### config.mk
export PLATFORM = sky130hd
export DESIGN_NAME = sat_counter
export DESIGN_NICKNAME = d
export VERILOG_FILES = /design/src/rtl/sat_counter.sv
export SDC_FILE = /design/constraint.sdc
export NUM_CORES = 1
export LEC_CHECK = 0
export BUFFER_PORTS_ARGS = -buffer_cell sky130_fd_sc_hd__clkbuf_2
export CORE_AREA = 2 2 39 41
export DETAILED_ROUTE_END_ITERATION = 16
export DIE_AREA = 0 0 41 43
export PLACE_DENSITY = 0.51
export SLEW_MARGIN = 10
export SYNTH_ARGS = -nofsm -noshare
export SYNTH_HDL_FRONTEND = slang
export SYNTH_SLANG_ARGS = --single-unit
### constraint.sdc
create_clock -name clk -period 1.4 [get_ports clk]
set_clock_uncertainty 0.15 [all_clocks]
set_input_delay 0.14 -clock clk [delete_from_list [all_inputs] [get_ports clk]]
set_output_delay 0.14 -clock clk [all_outputs]
set_load 0.01 [all_outputs]
### src/rtl/sat_counter.sv
// rtl/sat_counter.sv - saturating up-counter with clear taking effect before increment
module sat_counter #(
    parameter int WIDTH = 8
) (
    input  logic             clk,
    input  logic             rst,
    input  logic             inc,
    input  logic             clr,
    output logic [WIDTH-1:0] count
);

    logic [WIDTH-1:0] base;
    logic [WIDTH-1:0] count_d;

    always_comb begin
        base    = clr ? '0 : count;
        count_d = base;
        if (inc && (base != {WIDTH{1'b1}})) begin
            count_d = base + WIDTH'(1);
        end
    end

    always_ff @(posedge clk) begin
        if (rst) begin
            count <= '0;
        end else begin
            count <= count_d;
        end
    end

endmodule

* After elaboration in Yosys (flattened, before gate mapping)
Cells that the tools add are included.
** Word-level totals
- Register bits after elaboration :: 8
- Input bits :: 4
- Output and inout bits :: 8
- Logic and storage cells :: 6
** Cells by class
- $add $sub $neg :: 1
- Eq/ne operators :: 1
- Muxes and demuxes :: 2
- Reductions and logical operators :: 1
** Operators by type and width (number)
- 2-to-1 mux 8 bit :: 2
- adder 8 x 1 -> 8 bit, second input constant :: 1
- != test 8 bit, second input constant :: 1
- logical AND 1 bit :: 1

* Logic depth before layout (Yosys ltp)
- Depth after elaboration :: 4
- Depth in mapped cells :: 3
- Depth with buffers taken out :: 3

* Least setup slack after synthesis
Ideal clock, no wire load.
- Path type :: reg-to-reg
- From :: reg count[5]
- To :: reg count[1]
- Setup time :: 0.079 ns
- Arrival time :: 1.033 ns
- Data required time :: 1.171 ns
- Setup slack :: 0.138 ns
- Stages on the path, launching flop included :: 4
- Period minus slack after synthesis :: 1.262 ns
- Cells stage by stage :: dfxtp_1 > and4b_4 > nand4_1 > a211oi_2
** Between the ends
- Longest elaborated chain between the ends :: 4
** Ends and longest elaborated chain
- start: declaration :: RTL line 9 : output logic [WIDTH-1:0] count
- start signal: assignment :: RTL line 27 : count <= count_d;
- 2-to-1 mux 8 bit :: RTL line 16 : base = clr ? '0 : count;
- != test 8 bit :: RTL line 18 : if (inc && (base != {WIDTH{1'b1}})) begin
- logical AND 1 bit :: RTL line 18
- 2-to-1 mux 8 bit :: RTL line 18
Every way passes these cells.
A chain may end at the register's enable or synchronous reset.

* Worst setup path in the final report
- From :: reg count[6]
- To :: reg count[1]
Same word-level chain as after synthesis.

==> key figures <==
Power and ir drop
  – Pwr dens: about 900 nW/µm²
  – VDD IR max: approximately 0.00036 V
  – Leakage: about 0.19 nW

Worst setup path
  – CP Buf/Inv Count: 0
  – Critical-path top delay cell: dfxtp_1
  – Crit path arrival time: approximately 1300 ps
  – Worst EP required: 1430 ps
  – Crit. End Element: flip-flop
  – Crit Path Max Fanout: 5
  – Critical path startpoint category: flip-flop
  – Max stage delay on crit path: roughly 400 ps
  – Crit Path Class: flip-flop to flip-flop
  – Critical path cell sequence: and4b_4, nand4_1, a211oi_2
  – Delay-heaviest family, CP: simple AND/OR/NAND/NOR gates

Layout
  – Top flop regs: count: 8 flops
  – Area of the multi-input gates: around 210 µm²
  – Most common cell after layout, fill and taps aside: clkbuf_2
  – Fin nets: 64
  – ANT cells: 0
  – Sequential cell area: approximately 160 µm²
  – Syn-to-layout area delta: 32.5%
  – Fillers: ~140
  – Commonest cells after routing, fill and taps aside: clkbuf_2 (11), dfxtp_1 (8), a21oi_1 (4), nor3_1 (4)
  – Share of post-route cells with drive strength above 1: ~34%
  – Largest reg by FF count: count
  – Largest register FFs: 8
  – Final non-filler cell total: 74

Clocking
  – Setup repair bufs after CTS: 0
  – CTS tree: built
  – Cts repair resizes: 0
  – Clock sinks: 8
  – H-tree depth: 1
  – Clock root cell: clkbuf_4
  – Inserted Clock Buffers: 3
  – Clk_lat worst skew: ~250 ps
  – Reg clk slew, reported paths: 50 ps
  – CTS max path bufs: 2
  – Hold bufs inserted after CTS: 0

Global route
  – Vias in the first global route: approximately 340
  – First-pass GRT wire length: approximately 1500 µm
  – GR Layer Usage met2: between 10% and 20%
  – GR peak layer: met1
  – GRT met1 Usage: 19.2%
  – Antenna violations before repair: 0
  – Largest net degree at the start of global routing: 8
  – Global route overflow: 0
  – GRT Resource Usage Total: between 10% and 20%
  – Met3 Use GR: under 10%

Detailed routing
  – Detail Route Antenna Nets: 0
  – Vias per cell: approximately 5.4
  – Iteration-0 DRC Markers: 14
  – Routed vias: around 400
  – DR WL/cell: 12.6 µm
  – Drt pass-1 iters: 4
  – Total wire length: between 900 and 1000 µm
  – Drt drc: 0

Yosys
  – Count of cell types in the netlist: 20
  – Syn_area_per_cell: 9.00 µm²
  – Register bit total from synthesis: 8
  – Seq/Total Area, Yosys: a little over two fifths
  – Synth Cell Area: about 370 µm²
  – Net Count, Synth: 45
  – Synth Instances: between 40 and 50
  – Ys Warns: 0

Die
  – Row count: 14
  – Core ar.: ~1400 µm²
  – I/O Pins: 12
  – Die area: 1760 µm²
  – Initial core utilization: between 20% and 30%
  – Die Span Y: 43 µm
  – Die W: ~41 µm

Timing
  – Slew @ Worst Pin: around 380 ps
  – RSZ-0062 raised after global routing: false
  – Fin crit share: 89.8%
  – Slew Limit Headroom: between 70% and 80%
  – Final setup violating endpoints: 0
  – FMAX: 0.795 GHz
  – Setup Total Neg Slack: 0 ps
  – Pins Over Slew Limit: 0
  – Fin. Hold Viols: 0
  – Minimum clock period: ~1300 ps

Placed design
  – Detail Placement HPWL: 660 µm
  – Placed cell count: just over 70
  – GPL Wtd Cong: slightly below 0.7
  – Port buffer count: 11

Worst hold path
  – HP Class: primary input to flip-flop

Run
  – MaxCap Viol Count: 0

Status
  – Outcome: finished clean
-- per-layer routing --
metal  part of all wire, %  vias up  wire, µm
met1                    52      185       480
met5                     0        -         0
met2                    37       14       349
met3                   7.9        4        74
met4                   2.9        0        27
li1                      -      199         -
-- cell type report --
class / instances / area share (%)
clock buffers: 3 / 4.60
multi-input cells: 33 / 42.7
repair buffers: 14 / 15.9
well taps: 16 / 4.09
flip-flops and latches: 8 / 32.7
-- where the power goes --
group | internal, mW | switching, mW | leakage [nW]
logic | 0.0100 | 0.0131 | 0.108
clock network | 0.0983 | 0.0816 | 0.0138
registers | 0.231 | 0.00452 | 0.0648
total | 0.339 | 0.0992 | 0.187
-- worst reg2reg max path, cell delays in order, from the launching register on --
cell      delay, ps
dfxtp_1         400
and4b_4         300
nand4_1         120
a211oi_2        210
-- path summary, 6_finish.rpt --
path,slack (ps),from,endpoint,cells after the start
hold reg to reg,400,count[7],count[7],2
setup reg to reg,140,count[6],count[1],3
setup / recovery,140,count[6],count[1],3
hold / removal,10,inc,count[0],2
-- through the flow --
| step | worst slack [ps] | util [%] | power [mW] | cell area (µm²) | hold WS [ps] |
|---|---|---|---|---|---|
| final | 143 | 35.4 | 0.438 | 489 | 12.6 |
| after global routing | 75.7 | 35.4 | 0.460 | 489 | 3.66 |
| after global placement | 179 | 33.7 | 0.263 | 467 | 270 |
| after floorplan | 138 | - | 0.250 | 369 | 89.4 |
| after detailed placement | 167 | 33.7 | 0.263 | 467 | 278 |
| after CTS | 144 | 35.4 | 0.446 | 489 | 6.77 |
-- cells by family after synthesis --
kind of cell       Yosys count  share of synthesized area, %
and+or+nand+nor             20                          33.6
DFF                          8                          43.4
AOI/OAI and AO/OA           13                          23.1
-- Yosys cell counts (all sizes together) --
library cell | instances | area (µm²)
or2 | 1 | 6.26
nand3b | 1 | 7.51
a31oi | 3 | 18.8
and3 | 1 | 7.51
nand4 | 3 | 18.8
and4b | 1 | 13.8
a21oi | 4 | 20.0
nor2 | 2 | 7.51
a211oi | 2 | 20.0
o21ai | 2 | 10.0
a41oi | 1 | 8.76
nand3 | 1 | 5.00
nor3 | 4 | 20.0
o21bai | 1 | 7.51
and2 | 1 | 6.26
nand2 | 2 | 7.51
and4 | 2 | 17.5
nor2b | 1 | 6.26
dfxtp | 8 | 160
Power figures use the tool's default switching activity.
